==> src/rtl/ddr3_ctrl_pkg.sv <==
// ---------------------------------------------------------------------------
// ddr3_ctrl_pkg
// Shared types and constants for the DDR3 controller datapath schedulers.
//   muxa_state_t : muxA scheduler ownership state (IDLE only after reset)
//   SRC_P1/SRC_P2: out_src encodings for port 1 / port 2
//   MUXA_W*_DEF  : default weighted round-robin weights
// ---------------------------------------------------------------------------
package ddr3_ctrl_pkg;

    typedef enum logic [1:0] {
        IDLE = 2'd0,
        OWN1 = 2'd1,
        OWN2 = 2'd2
    } muxa_state_t;

    localparam logic SRC_P1 = 1'b1;
    localparam logic SRC_P2 = 1'b0;

    localparam int unsigned MUXA_W1_DEF = 2;
    localparam int unsigned MUXA_W2_DEF = 1;

    function automatic int unsigned max_u(input int unsigned a, input int unsigned b);
        return (a > b) ? a : b;
    endfunction

endpackage

==> src/rtl/muxa_wrr_arb.sv <==
// ---------------------------------------------------------------------------
// muxa_wrr_arb
// Two-port weighted round-robin arbiter for the muxA scheduler. Holds the
// ownership state and the consecutive-grant counter; grants are purely
// combinational from that state and the two valids.
//   clk, rst          : clock, synchronous active-high reset
//   p1_valid/p2_valid : requests
//   gnt1/gnt2         : one-hot (or zero) grant, forced low during reset
// ---------------------------------------------------------------------------
module muxa_wrr_arb
    import ddr3_ctrl_pkg::*;
#(
    parameter int unsigned W1         = MUXA_W1_DEF,
    parameter int unsigned W2         = MUXA_W2_DEF,
    parameter int unsigned FIRST_PORT = 1
) (
    input  logic clk,
    input  logic rst,
    input  logic p1_valid,
    input  logic p2_valid,
    output logic gnt1,
    output logic gnt2
);

    localparam int unsigned CW = $clog2(max_u(W1, W2)) + 1;
    localparam logic [CW-1:0] W1_C = CW'(W1);
    localparam logic [CW-1:0] W2_C = CW'(W2);

    muxa_state_t   state_q, state_d;
    logic [CW-1:0] consec_q, consec_d;
    logic          win1, win2;

    // State register
    always_ff @(posedge clk) begin
        if (rst) begin
            state_q  <= IDLE;
            consec_q <= '0;
        end else begin
            state_q  <= state_d;
            consec_q <= consec_d;
        end
    end

    // Next state: run length grows while the same port keeps winning,
    // saturating so long uncontended bursts cannot wrap back below Wx.
    always_comb begin
        state_d  = state_q;
        consec_d = consec_q;
        if (gnt1 || gnt2) begin
            state_d = gnt1 ? OWN1 : OWN2;
            if (state_d == state_q)
                consec_d = (consec_q == '1) ? consec_q : consec_q + 1'b1;
            else
                consec_d = CW'(1);
        end
    end

    // Outputs: grant decision
    always_comb begin
        win1 = 1'b0;
        win2 = 1'b0;
        if (p1_valid && !p2_valid) begin
            win1 = 1'b1;
        end else if (!p1_valid && p2_valid) begin
            win2 = 1'b1;
        end else if (p1_valid && p2_valid) begin
            case (state_q)
                OWN1: begin
                    win1 = (consec_q <  W1_C);
                    win2 = (consec_q >= W1_C);
                end
                OWN2: begin
                    win2 = (consec_q <  W2_C);
                    win1 = (consec_q >= W2_C);
                end
                default: begin
                    win1 = (FIRST_PORT == 1);
                    win2 = (FIRST_PORT != 1);
                end
            endcase
        end
        gnt1 = win1 & ~rst;
        gnt2 = win2 & ~rst;
    end

endmodule

==> src/rtl/muxa_sched.sv <==
// ---------------------------------------------------------------------------
// muxa_sched
// Shares the external muxA datapath between a 32-bit requester (port 1) and
// a 16-bit requester (port 2). Drives muxA's sel/in1/in2 from registers and
// carries a two-stage tag pipe so out_valid/out_src line up with muxA.outA.
//   clk, rst            : clock, synchronous active-high reset
//   p1_valid/data/ready : port-1 handshake, 32-bit payload
//   p2_valid/data/ready : port-2 handshake, 16-bit payload
//   mux_sel/in1/in2     : to muxA (sel=1 picks in1, sel=0 picks {16'h0,in2})
//   out_valid/out_src   : outA holds a new word / its source (1=p1, 0=p2)
//   gnt_cnt1/gnt_cnt2   : wrapping per-port grant counters
// ---------------------------------------------------------------------------
module muxa_sched
    import ddr3_ctrl_pkg::*;
#(
    parameter int unsigned W1         = MUXA_W1_DEF,
    parameter int unsigned W2         = MUXA_W2_DEF,
    parameter int unsigned FIRST_PORT = 1
) (
    input  logic        clk,
    input  logic        rst,
    input  logic        p1_valid,
    input  logic [31:0] p1_data,
    output logic        p1_ready,
    input  logic        p2_valid,
    input  logic [15:0] p2_data,
    output logic        p2_ready,
    output logic        mux_sel,
    output logic [31:0] mux_in1,
    output logic [15:0] mux_in2,
    output logic        out_valid,
    output logic        out_src,
    output logic [15:0] gnt_cnt1,
    output logic [15:0] gnt_cnt2
);

    logic        gnt1, gnt2;
    logic        sel_q, sel_d;
    logic [31:0] in1_q, in1_d;
    logic [15:0] in2_q, in2_d;
    logic        v0_q, v0_d;
    logic        src0_q, src0_d;
    logic        ov_q, osrc_q;
    logic [15:0] cnt1_q, cnt1_d;
    logic [15:0] cnt2_q, cnt2_d;

    muxa_wrr_arb #(
        .W1         (W1),
        .W2         (W2),
        .FIRST_PORT (FIRST_PORT)
    ) u_arb (
        .clk      (clk),
        .rst      (rst),
        .p1_valid (p1_valid),
        .p2_valid (p2_valid),
        .gnt1     (gnt1),
        .gnt2     (gnt2)
    );

    // Without a grant every mux register holds, keeping outA stable.
    always_comb begin
        sel_d  = sel_q;
        in1_d  = in1_q;
        in2_d  = in2_q;
        cnt1_d = cnt1_q;
        cnt2_d = cnt2_q;
        if (gnt1) begin
            sel_d  = 1'b1;
            in1_d  = p1_data;
            cnt1_d = cnt1_q + 16'd1;
        end else if (gnt2) begin
            sel_d  = 1'b0;
            in2_d  = p2_data;
            cnt2_d = cnt2_q + 16'd1;
        end
        v0_d   = gnt1 | gnt2;
        src0_d = gnt1 ? SRC_P1 : SRC_P2;
    end

    always_ff @(posedge clk) begin
        if (rst) begin
            sel_q  <= 1'b0;
            in1_q  <= '0;
            in2_q  <= '0;
            v0_q   <= 1'b0;
            src0_q <= 1'b0;
            ov_q   <= 1'b0;
            osrc_q <= 1'b0;
            cnt1_q <= '0;
            cnt2_q <= '0;
        end else begin
            sel_q  <= sel_d;
            in1_q  <= in1_d;
            in2_q  <= in2_d;
            v0_q   <= v0_d;
            src0_q <= src0_d;
            ov_q   <= v0_q;
            osrc_q <= src0_q;
            cnt1_q <= cnt1_d;
            cnt2_q <= cnt2_d;
        end
    end

    assign p1_ready  = gnt1;
    assign p2_ready  = gnt2;
    assign mux_sel   = sel_q;
    assign mux_in1   = in1_q;
    assign mux_in2   = in2_q;
    assign out_valid = ov_q;
    assign out_src   = osrc_q;
    assign gnt_cnt1  = cnt1_q;
    assign gnt_cnt2  = cnt2_q;

endmodule
==> config.mk <==
export PLATFORM = sky130hd
export DESIGN_NAME = muxa_sched
export DESIGN_NICKNAME = d
export VERILOG_FILES = /design/src/rtl/ddr3_ctrl_pkg.sv /design/src/rtl/muxa_wrr_arb.sv /design/src/rtl/muxa_sched.sv
export SDC_FILE = /design/constraint.sdc
export NUM_CORES = 1
export LEC_CHECK = 0
export ABC_AREA = 1
export ABC_CLOCK_PERIOD_IN_PS = 2300
export CORE_MARGIN = 2
export CORE_UTILIZATION = 45
export DETAILED_ROUTE_END_ITERATION = 16
export PLACE_DENSITY = 0.8
export SLEW_MARGIN = 20
export SYNTH_ARGS = -nofsm -noshare
export SYNTH_HDL_FRONTEND = slang
export SYNTH_SLANG_ARGS = --single-unit
==> constraint.sdc <==
create_clock -name clk -period 2.3 [get_ports clk]
set_input_delay 0.345 -clock clk [delete_from_list [all_inputs] [get_ports clk]]
set_output_delay 0.345 -clock clk [all_outputs]
set_load 0.02 [all_outputs]
* Word level (Yosys, flattened, before mapping)
Index checks and enable logic that the tools add are counted.
** Storage, ports and cells
- Flip-flop bits (word level) :: 89
- Input port bits :: 52
- Output and inout port bits :: 85
- Logic and storage cells :: 51
** Cells by class
- Add/subtract/negate cells :: 3
- Magnitude comparators :: 4
- Equality and inequality tests :: 5
- Mux-type cells :: 14
- Bitwise operators :: 5
- Reduce and logical (&&, ||, !) cells :: 9
** Operators by type and width (number)
- $add A16 B1 Y16 const B :: 2
- $mux W1 :: 9
- $mux W2 :: 3
- $eq A2 B2 Y1 const B :: 2
- $pmux W1 S2 :: 2
- $reduce_and A2 Y1 :: 2
- $logic_and A1 B1 Y1 :: 3
- $add A2 B1 Y2 const B :: 1
- $and A1 B1 Y1 :: 2
- $eq A2 B1 Y1 const B :: 1
- $eq A2 B2 Y1 :: 1
- $ge A2 B1 Y1 const B :: 1
- $ge A2 B2 Y1 const B :: 1
- $logic_not A1 Y1 :: 2
- $lt A2 B1 Y1 const B :: 1
- $lt A2 B2 Y1 const B :: 1
- $ne A2 B2 Y1 const B :: 1
- $not A1 Y1 :: 2
- $reduce_bool A2 Y1 :: 1
- $logic_or A1 B1 Y1 :: 1
- $or A1 B1 Y1 :: 1

* Logic depth before layout (Yosys ltp)
Gate-level depths: netlist of run 1.
- Depth after elaboration :: 10
- Depth in mapped cells :: 13
- Depth with buffers taken out :: 13

* Modules after synthesis
A second synthesis of run 1 with hierarchy kept.
** Second synthesis, totals
- Cells, all modules :: 520
- Area total of the unflattened synthesis :: 3813.7 um2
** By module, submodules not included
- muxa_sched :: times used 1, cells an instance 468, area an instance 3423.3 um2, sequential area each 1701.6 um2
- muxa_wrr_arb :: times used 1, cells an instance 52, area an instance 390.4 um2, sequential area each 80.1 um2

* Worst setup path after synthesis of run 1
Ideal clock, no wire load.
- Path kind :: reg-to-reg
- Start :: register u_arb.state_q[0]
- End :: register in2_q[5] (netlist: mux_in2[5])
- Setup time :: 0.114 ns
- Arrival :: 1.776 ns
- Required time :: 2.186 ns
- Setup slack :: 0.410 ns
- Stages on the path, launching flop included :: 12
- Path buffers :: 1
- Clock period less this slack :: 1.890 ns
- Cells stage by stage :: dfxtp_1 inv_1 ha_1 nor2_4 nand3_4 nand3_4 inv_6 nor2_8 inv_2 buf_4 nand3_1 nand2_1
** Between the ends
- Word-level cells in the longest chain between the ends :: 8
- Elaborated cells between the ends (all ways) :: 14
- Classes of those cells :: 2 x eq/ne; 8 x mux; 3 x bitwise; 1 x reduce/logical
** Ends and longest elaborated chain
- from (decl) :: line muxa_wrr_arb.sv:29 : muxa_state_t state_q, state_d;
- from (signal assigned) :: line muxa_wrr_arb.sv:39 : state_q <= state_d;
- $eq A2 B2 Y1 / $eq A2 B1 Y1 (equally long branches) :: line muxa_wrr_arb.sv:67 : case (state_q)
- $pmux W1 S2 (*) :: line muxa_wrr_arb.sv:67
- $mux W1 (*) :: line muxa_wrr_arb.sv:66 : end else if (p1_valid && p2_valid) begin
- $mux W1 (*) :: line muxa_wrr_arb.sv:64 : end else if (!p1_valid && p2_valid) begin
- $mux W1 (*) :: line muxa_wrr_arb.sv:62 : if (p1_valid && !p2_valid) begin
- $and A1 B1 Y1 (*) :: line muxa_wrr_arb.sv:82 : gnt1 = win1 & ~rst;
- named net p1_ready :: line muxa_sched.sv:24 : output logic p1_ready,
- $not A1 Y1 (no line) (*)
- $reduce_and A2 Y1 (no line) (*)
- to (signal assigned) :: line muxa_sched.sv:94 : in2_q <= in2_d;
- to (decl) :: line muxa_sched.sv:40 : logic [15:0] in2_q, in2_d;
The timed path passes the listed nets; every way through them passes the cells marked *.
A chain may end at the register's enable or synchronous reset.

* Worst setup path after layout of run 1
- Start :: register u_arb.state_q[0]
- End :: output p2_ready
** Between the ends
- Word-level cells in the longest chain between the ends :: 6
- Elaborated cells between the ends (all ways) :: 7
- Classes of those cells :: 2 x eq/ne; 4 x mux; 1 x bitwise
** Ends and longest elaborated chain
- $eq A2 B2 Y1 / $eq A2 B1 Y1 (equally long branches) :: line muxa_wrr_arb.sv:67
- $pmux W1 S2 (*) :: line muxa_wrr_arb.sv:67
- $mux W1 (*) :: line muxa_wrr_arb.sv:66
- $mux W1 (*) :: line muxa_wrr_arb.sv:64
- $mux W1 (*) :: line muxa_wrr_arb.sv:62
- $and A1 B1 Y1 (*) :: line muxa_wrr_arb.sv:83 : gnt2 = win2 & ~rst;
- to (decl) :: line muxa_sched.sv:27 : output logic p2_ready,
Every way passes the cells marked *; elsewhere a longest branch is shown, timed or not.

==> run metrics, run 1 <==
Finished Cell Area=around 5400 µm²; Max Cap Viol=0; Setup crit start kind=flip-flop; most used cell along the critical path=inv_1; Hold Crit Class=flip-flop to flip-flop; Initial DRT Pass Iterations=4; Worst-Skew Late Latency=about 350 ps; fin. max-slew vios=0; Bufs on Longest Clock Path=2; reg2reg start=u_arb.state_q[0]; GR Layer Usage met1=0.246; RSZ-0062 raised after global routing=false; family with the most delay on the worst path=buffers and inverters; Worst EP required=between 1500 and 2000 ps; Post-synth EDFFs=0; CP max FO=4; Crit Path Category=flip-flop to output port; yosys warns=0; Worst Tran Pin Value=531 ps; status=finished clean; Distinct cells, synth=35; Critical Path Start=u_arb.state_q[0]; fin crit share=0.949; final core occ=0.660; CTS tree=yes; met3 usage=0.0626; Worst Skew=around 11 ps; Avg Cell Area, Syn=roughly 7.5 µm²; IO Port Bufs=between 100 and 150; remaining global-route overflow=0; final worst-path setup slack=~120 ps; H-Tree Depth=3; VDD IR-drop max=slightly below 0.3 mV; I/O pin total=~140; core area=approximately 8200 µm²; final setup violation count=0; Hold-fix buffers, CTS=0; Ant. Diodes=0; upper clock frequency limit=approximately 0.46 GHz; drc violations=0; worst path cell trace=inv_1, ha_1, nor2_4, nand2_1, o21ai_1, nand2_2, inv_1, clkdlybuf4s15_2; vias=between 3000 and 4000; power per cell area=approximately 600 nW/µm²; Antenna Nets Post-Route=0; Die Footprint=roughly 9200 µm²; Total Routing Usage GR=0.215; hold_ws=roughly 410 ps; met2 Use GR=0.378; P_leak=roughly 2.2 nW; data arrival time of the worst path=approximately 1800 ps; register area share after synthesis=0.463; clk slew on worst S/H paths=80 ps; Die W=96.0 µm; largest net degree at the start of global routing=49; Post-Route WL=9.71 mm; Buf/Inv on CP=3; area delta synth->final=42.3%; Crit. End Element=output port; dpl cell area=5250 µm²; Die Y=~96 µm; Slowest-stage cell, CP=dfxtp_2; Finished Layout Cells=756; layout cells sized above 1=0.0645; worst rel slew slack=0.646; Tmin final=about 2200 ps; DRT iter0 DRCs=~120; Mapped Cells=511; cts bufs inserted=9; register bit count reported by yosys=between 80 and 90; RePlAce Congestion=approximately 0.89; CP max stage delay=360 ps; worst slack at placement=-14.2 ps; fill cell count=between 700 and 800; post-CTS setup buffers=0; Placed Instances=740; clock root buffer=clkbuf_8; final hold vios=0; drt via density=approximately 5; mapped cell area=about 3800 µm²; Post-synth ARST share=0; clock sinks=roughly 90; initial antenna violation count=0; post-detail-place hpwl=around 7.1 mm; fin nets=between 700 and 800; row count=33; Primary FF master, synth=dfxtp_1; first-pass GRT wire length=around 15 mm; Most Crowded Layer GR=met2; drt wl/cell=between 10 and 15 µm; vias in the first global route=around 3500; initial core utilization=0.463; min-delay src=src0_q; Mapped Nets=570
==> per-layer routing <==
layer	wire length [µm]	vias up
met5	0	-
met4	85	0
met3	833	4
met2	4740	111
met1	4050	1680
li1	-	1904
==> tightest hold or removal path: stages, from the launching register on <==
cell	delay, ps
dfxtp_1	300
inv_1	40
nor2_1	30
==> sequential cells by signal, summed over array words and instances (netlist names) <==
| signal | count |
|---|---|
| mux_in1 | 32 |
| gnt_cnt1 | 16 |
| gnt_cnt2 | 16 |
| mux_in2 | 16 |
| u_arb.consec_q | 2 |
| u_arb.state_q | 2 |
| out_src | 1 |
| out_valid | 1 |
| src0_q | 1 |
| v0_q | 1 |
==> cells in the mapped netlist, types with 3 or more instances <==
library cell  instances  area (µm²)
a21oi_1              47         235
buf_1                 3        11.3
buf_2                 8        40.0
buf_6                 4        45.0
clkbuf_1              5        18.8
dfxtp_1              88        1760
ha_1                  7        87.6
inv_1                39         146
inv_2                 3        11.3
nand2_1             155         582
nand3_1              35         175
nand4_1               3        18.8
nor2_1               44         165
nor3_1               11        55.1
o21ai_0              18        90.1
o21ai_1               4        20.0
xnor2_1               6        52.6
xor2_1                9        78.8
==> repair_timing <==
item / in CTS / in global routing
pin swaps: 0 / 0
gates resized for setup: 4 / 2
endpoints found under the setup margin: 2 / 2
==> layout make-up <==
cell class / count / area, µm² / share of cell area
timing repair buffer: 145 / 1440 / 0.265
clock buffer: 12 / 145 / 0.0268
inverter: 43 / 166 / 0.0307
tap: 105 / 131 / 0.0242
clock inverter: 4 / 20.0 / 0.00369
multi-input combinational: 359 / 1760 / 0.324
sequential: 88 / 1760 / 0.325
==> power breakdown <==
part | total (mW) | switching [mW] | internal (mW)
Combinational | 0.599 | 0.315 | 0.284
Sequential | 1.66 | 0.0548 | 1.61
Clock | 0.921 | 0.505 | 0.416
Total | 3.18 | 0.875 | 2.31
==> layout by cell type, fill, tap and decap left out, types with 2 or more instances in the layout <==
cell type / count
a21oi_1: 47
buf_4: 8
clkbuf_1: 2
clkbuf_8: 10
clkdlybuf4s50_1: 133
clkinv_2: 4
dfxtp_1: 87
ha_1: 7
inv_1: 39
inv_2: 3
nand2_1: 155
nand2_2: 2
nand3_1: 35
nand3_4: 2
nand4_1: 3
nor2_1: 44
nor2_2: 2
nor3_1: 11
nor3_2: 2
nor3b_1: 2
o21ai_0: 17
o21ai_1: 5
xnor2_1: 6
xor2_1: 9
==> stage by stage <==
| step | power, mW | setup TNS, ps |
|---|---|---|
| finish | 3.18 | 0 |
| global route | 3.34 | 0 |
| CTS | 3.23 | 0 |
| detailed placement | 2.30 | -14.2 |
| global placement | 2.28 | 0 |
| floorplan | 1.99 | 0 |
==> worst paths after layout <==
path | cells after the start | slack [ps] | endpoint
setup / recovery | 8 | 120 | p2_ready
hold / removal | 2 | 410 | out_src
setup reg to reg | 11 | 240 | gnt_cnt2[6]
hold reg to reg | 2 | 410 | out_src
==> cells by family after synthesis <==
group / after synthesis / synth area share
buffers and inverters: 64 / 0.0759
adders and majority gates: 7 / 0.0230
and+or+nand+nor: 264 / 0.305
DFF: 88 / 0.463
xor gates and xnor gates: 15 / 0.0345
AOI/OAI and AO/OA: 73 / 0.0986
No activity file was read; power rests on OpenSTA's default activity.
==> run 2: changes to the inputs <==
--- a/config.mk
+++ b/config.mk
@@ -14,4 +14,5 @@
 export SLEW_MARGIN = 20
 export SYNTH_ARGS = -nofsm -noshare
 export SYNTH_HDL_FRONTEND = slang
+export SYNTH_HIERARCHICAL = 1
 export SYNTH_SLANG_ARGS = --single-unit
==> run 2 against run 1 <==
Global-route usage rose by 1.2 points. Sequential power about the same. Clock-buffer cell count up 1. Utilization grew 1.6 points.
==> run metrics, run 2 <==
setup TNS=0 ps (unchanged); largest net degree at the start of global routing=37 (-24%); initial antenna violation count=0 (unchanged); drt wl/cell=12.8 µm (-0.29%); Die W=96.1 µm (about the same); clk slew on worst S/H paths=90 ps (about the same); layout cells sized above 1=0.0931 (+0.0286); max reg flops=32 (unchanged); Initial DRT Pass Iterations=4 (unchanged); Mapped Cells=520 (+1.8%); first-pass GRT wire length=16.7 mm (+7.6%); Worst EP required=1960 ps (about the same); worst rel slew slack=0.729 (+0.0832); vias in the first global route=3776 (+9.0%); Post-synth ARST share=0 (unchanged); most frequent cell after synthesis=nor2_1; Die Footprint=9230 µm² (+0.16%); Mapped Nets=579 (+1.6%); Ant. Diodes=0 (unchanged); register area=1780 µm² (+1.1%); Slowest-stage cell, CP=dfxtp_1; H-Tree Depth=3 (unchanged); area share of the largest cell type after synthesis=0.467 (+0.00449); Yosys top cell by area=dfxtp_1; most frequent cells in the layout=148 x nor2_1, 134 x clkdlybuf4s50_1, 89 x dfxtp_1; CP max stage delay=430 ps (+70 ps); worst slack at placement=37.1 ps (+51.3 ps); Primary FF master, synth=dfxtp_1; CTS tree=yes; core area=8220 µm² (unchanged); yosys warns=6 (+6); multi-input gate area in the final layout=1770 µm² (+0.86%); P_leak=2.26 nW (+4.9%); Total Routing Usage GR=0.227 (+0.0121); worst path cell trace=inv_2, ha_1, inv_1, nand2_1, nand3_4, nand2_4, inv_2, dlygate4sd2_1; synth cell count leaders=149 x nor2_1, 89 x dfxtp_1, 66 x nand2_1; register area share after synthesis=0.467 (+0.00449); mapped cell area=3810 µm² (+0.16%); Crit Path Category=flip-flop to output port; final worst-path setup slack=98.7 ps (-17.8 ps); Worst-Skew Late Latency=340 ps (about the same); remaining global-route overflow=0 (unchanged); status=finished clean; Die Y=96.1 µm (about the same); Avg Cell Area, Syn=7.33 µm² (-1.6%); final hold vios=0 (unchanged); Post-Route WL=9.88 mm (+1.7%); Hold Crit Class=flip-flop to flip-flop; VDD IR-drop max=0.363 mV (+22%); Setup crit start kind=flip-flop; upper clock frequency limit=0.454 GHz (-0.81%); family with the most delay on the worst path=buffers and inverters; Worst Skew=14.1 ps (+3.06 ps); Worst Tran Pin Value=403 ps (-127 ps); initial core utilization=0.464 (+0.000761); post-detail-place hpwl=7.33 mm (+2.7%); post-CTS setup buffers=0 (unchanged); Post-synth EDFFs=0 (unchanged); clock sinks=89 (+1.1%); cts bufs inserted=9 (unchanged); Antenna Nets Post-Route=0 (unchanged); RSZ-0062 raised after global routing=false; row count=33 (unchanged); fin crit share=0.957 (+0.00773); Tmin final=2200 ps (+17.8 ps); clock root buffer=clkbuf_8; drc violations=0 (unchanged); area delta synth->final=45.4%; final setup violation count=0 (unchanged); Crit. End Element=output port; data arrival time of the worst path=1860 ps (+20 ps); Distinct cells, synth=29 (-17%); I/O pin total=137 (unchanged); most used cell along the critical path=inv_2; RePlAce Congestion=0.915 (+3.3%); synth top area cells=dfxtp_1 47%, nor2_1 15%, o21ai_0 7.6%; drt via density=4.92 (+0.52%); Buf/Inv on CP=4 (+1); fill cell count=698 (-2.0%); power per cell area=587 nW/µm² (about the same); DRT iter0 DRCs=110 (-6.0%); Max Cap Viol=0 (unchanged); IO Port Bufs=136 (unchanged); Tot Pwr=3.26 mW (+2.4%); register bit count reported by yosys=89 (+1.1%); fin nets=720 (+2.1%); CP max FO=8 (+4); vias=3792 (+2.5%); fin. max-slew vios=0 (unchanged); most common cell after layout, fill and taps aside=nor2_1; Bufs on Longest Clock Path=2 (unchanged)
-- run 2: kinds of logic (layout without fill, tap and decap cells) --
group / Yosys count / after routing / share of synthesized area
AOI/OAI and AO/OA: 87 / 87 / 0.118
xor gates and xnor gates: 2 / 2 / 0.00459
adders and majority gates: 7 / 7 / 0.0230
buffers and inverters: 68 / 214 / 0.0728
DFF: 89 / 89 / 0.467
and+or+nand+nor: 267 / 267 / 0.314
-- run 2: final timing paths --
| check | to | startpoint | cells past startpoint | slack [ps] |
|---|---|---|---|---|
| setup / recovery | p1_ready | u_arb/consec_q[1] | 8 | 100 |
| hold / removal | out_valid | v0_q | 2 | 410 |
| hold reg to reg | out_valid | v0_q | 2 | 410 |
| setup reg to reg | mux_in1[24] | u_arb/state_q[0] | 11 | 210 |
-- run 2: worst reg2reg max path, stage by stage, from the launching register on --
cell	delay [ps]
dfxtp_1	350
inv_1	80
ha_1	340
nor2_4	140
nand3_4	90
nand2_4	100
inv_2	90
inv_2	140
buf_4	170
buf_4	290
nor2_1	100
nor2_1	150
-- run 2: routing by layer --
metal  GRT usage  part of all wire
met1       0.267              0.43
met2       0.394              0.48
met3      0.0673             0.079
met4      0.0774             0.017
met5           0                 0
-- run 2: cell type report --
| cell class | instances | share of cell area |
|---|---|---|
| Clock buffer | 13 | 0.0305 |
| Multi-Input combinational cell | 363 | 0.319 |
| Tap cell | 105 | 0.0237 |
| Sequential cell | 89 | 0.321 |
| Timing Repair Buffer | 150 | 0.268 |
| Inverter | 48 | 0.0325 |
| Clock inverter | 3 | 0.00429 |
-- run 2: timing repair --
action                                  CTS  global route
endpoints found under the setup margin    2             3
hold endpoints to repair                  0             0
resized for setup                         2             4
hold buffers                              0             0
-- run 2: through the flow --
stage	instances	instance area (µm²)	util	hold slack [ps]
3_3_place_gp	755	5340	0.650	410
2_1_floorplan	520	3810	-	388
4_1_cts	771	5530	0.673	407
3_5_place_dp	755	5340	0.650	404
5_1_grt	771	5550	0.675	436
6_report	771	5550	0.675	405
-- run 2: report_power, final --
part / total, mW / internal [mW] / switching [mW] / leakage [nW]
registers: 1.66 / 1.62 / 0.0449 / 0.727
logic: 0.572 / 0.278 / 0.294 / 1.44
clock network: 1.02 / 0.485 / 0.539 / 0.0919
==> run 3: changes to the inputs <==
--- a/config.mk
+++ b/config.mk
@@ -8,9 +8,11 @@
 export ABC_AREA = 1
 export ABC_CLOCK_PERIOD_IN_PS = 2300
 export CORE_MARGIN = 2
-export CORE_UTILIZATION = 45
+export CORE_UTILIZATION = 46
+export CTS_BUF_LIST = sky130_fd_sc_hd__clkbuf_4
 export DETAILED_ROUTE_END_ITERATION = 16
-export PLACE_DENSITY = 0.8
+export PLACE_DENSITY = 0.82
+export RECOVER_POWER = 50
 export SLEW_MARGIN = 20
 export SYNTH_ARGS = -nofsm -noshare
 export SYNTH_HDL_FRONTEND = slang
==> run 3 against run 2 <==
First-iteration DRC count rose by 22%. Design area down 2.9%. Global-route usage decreased by 1.2 points. Final cell count is 0.65% lower. Clock-buffer cell count decreased by 4. Sequential share of layout area up 1.0 points. Combinational power is 6.3% lower. Utilization down 1.3 points. Worst setup slack improved by 52 ps. Critical endpoint is now gnt_cnt2[3]. Largest cell class unchanged. Largest power group unchanged. Highest routed layer unchanged.
==> run metrics, run 3 (synthesis gave the netlist of run 2 again) <==
setup TNS=0 ps (unchanged); RSZ-0062 raised after global routing=false; fin nets=716 (-0.56%); Crit. End Element=flip-flop; layout cells sized above 1=0.0847 (-0.00837); CP max stage delay=740 ps (+310 ps); Worst Tran Pin Value=956 ps (+553 ps); row count=33 (unchanged); drt wl/cell=12.2 µm (-4.7%); fin. max-slew vios=0 (unchanged); Slowest-stage cell, CP=clkbuf_1; Buf/Inv on CP=4 (unchanged); Hold Crit Class=flip-flop to flip-flop; drc violations=0 (unchanged); Die Footprint=9030 µm² (-2.1%); largest net degree at the start of global routing=41 (+11%); final hold vios=0 (unchanged); Die Y=95.1 µm (-1.1%); initial antenna violation count=0 (unchanged); status=finished clean; data arrival time of the worst path=2440 ps (+580 ps); family with the most delay on the worst path=buffers and inverters; Die W=95.1 µm (-1.1%); min-delay src=src0_q; clk slew on worst S/H paths=120 ps (+30 ps); P_leak=2.40 nW (+6.2%); max reg flops=32 (unchanged); hold_ws=412 ps (+6.25 ps); power per cell area=534 nW/µm² (-9.0%); IO Port Bufs=136 (unchanged); clock root buffer=clkbuf_4; area delta synth->final=41.2%; upper clock frequency limit=0.465 GHz (+2.4%); Bufs on Longest Clock Path=2 (unchanged); worst rel slew slack=0.363 (-0.366); remaining global-route overflow=0 (unchanged); reg2reg start=u_arb/state_q[1]; vias=3749 (-1.1%); VDD IR-drop max=0.316 mV (-13%); CP max FO=40 (+32); post-detail-place hpwl=6.86 mm (-6.4%); vias in the first global route=3537 (-6.3%); clock sinks=89 (unchanged); I/O pin total=137 (unchanged); most common cell after layout, fill and taps aside=nor2_1; cts bufs inserted=9 (unchanged); Max Cap Viol=0 (unchanged); initial core utilization=0.469 (+0.00471); final setup violation count=0 (unchanged); Critical Path Start=rst; H-Tree Depth=3 (unchanged); Post-Route WL=9.35 mm (-5.3%); first-pass GRT wire length=15.6 mm (-6.6%); fill cell count=708 (+1.4%); Total Routing Usage GR=0.215 (-0.0120); Setup crit start kind=input port; Worst-Skew Late Latency=410 ps (+70 ps); core area=8130 µm² (-1.0%); Crit Path Category=input port to flip-flop; CTS tree=yes; fin crit share=0.935 (-0.0224); Hold-fix buffers, CTS=0 (unchanged); drt via density=4.89 (-0.49%); RePlAce Congestion=0.916 (+0.15%); DRT iter0 DRCs=134 (+22%); worst path cell trace=dlygate4sd3_1, clkbuf_1, clkinv_1, buf_4, o21ai_0, a21oi_1; Worst EP required=2590 ps (+630 ps); Worst Skew=18.0 ps (+3.86 ps); Tmin final=2150 ps (-51.5 ps); Ant. Diodes=0 (unchanged); most frequent cells in the layout=149 x nor2_1, 85 x dfxtp_1, 73 x dlygate4sd3_1; Initial DRT Pass Iterations=4 (unchanged); Antenna Nets Post-Route=0 (unchanged)
[run 3: changes by cell type in the layout (fill, tap and decap cells not counted), sizes merged, moves of 2 or more]
cell           change
clkdlybuf4s50     -73
dlygate4sd3       +73
buf                -6
clkinv             +5
clkbuf             -2
clkinvlp           -2
[run 3: where the power goes]
group          total (mW)  internal, mW  switching (mW)
logic               0.536         0.247           0.289
clock network       0.680         0.202           0.478
registers            1.66          1.62          0.0419
total                2.88          2.07           0.809
[run 3: final timing paths]
| path | cells after the start | end | slack [ps] |
|---|---|---|---|
| setup / recovery | 6 | gnt_cnt2[3] | 150 |
| hold / removal | 2 | out_src | 410 |
| setup reg to reg | 16 | gnt_cnt2[14] | 290 |
| hold reg to reg | 2 | out_src | 410 |
[run 3: final cells by class]
cell class                 instances  area [µm²]  area share
clock buffer                       9        67.6      0.0125
clock inverter                     6        26.3     0.00488
inverter                          48         180      0.0334
multi-input combinational        363        1770       0.328
sequential                        89        1790       0.332
tap                              105         131      0.0244
timing repair buffer             146        1430       0.265
[run 3: through the flow]
stage / power, mW / util / cells / area, µm² / setup slack, ps
2_1_floorplan: 1.98 / - / 520 / 3810 / 401
3_3_place_gp: 2.24 / 0.650 / 751 / 5280 / 138
3_5_place_dp: 2.26 / 0.650 / 751 / 5280 / 128
4_1_cts: 2.93 / 0.661 / 766 / 5380 / 11.9
5_1_grt: 3.03 / 0.662 / 766 / 5390 / 23.4
6_report: 2.88 / 0.662 / 766 / 5390 / 150
[run 3: worst reg2reg max path, stage by stage, from the launching register on]
cell and delay, ps:
dfxtp_2 360, inv_1 100, ha_1 210, o21ai_1 90, nand2_1 60, nand2_1 50
nand2_1 70, nand2_2 80, inv_2 60, buf_4 110, nand2_2 130, nor2_1 120
nand3_1 170, nor2_1 180, nand2_1 70, nand2_1 60, nor2_1 40
[run 3: timing repair]
item / in CTS / in global routing
pin swaps: 0 / 0
setup endpoints to repair: 2 / 4
gates resized for setup: 2 / 6
setup buffers: 0 / 0
[run 3: layer usage]
layer / global-route usage / share of wire / vias to the layer above / wire length (µm)
met5: 0 / 0 / - / 0
met4: 0.0737 / 0.011 / 0 / 106
met3: 0.0664 / 0.076 / 11 / 714
met2: 0.364 / 0.47 / 117 / 4420
met1: 0.260 / 0.44 / 1700 / 4110
li1: - / - / 1921 / -
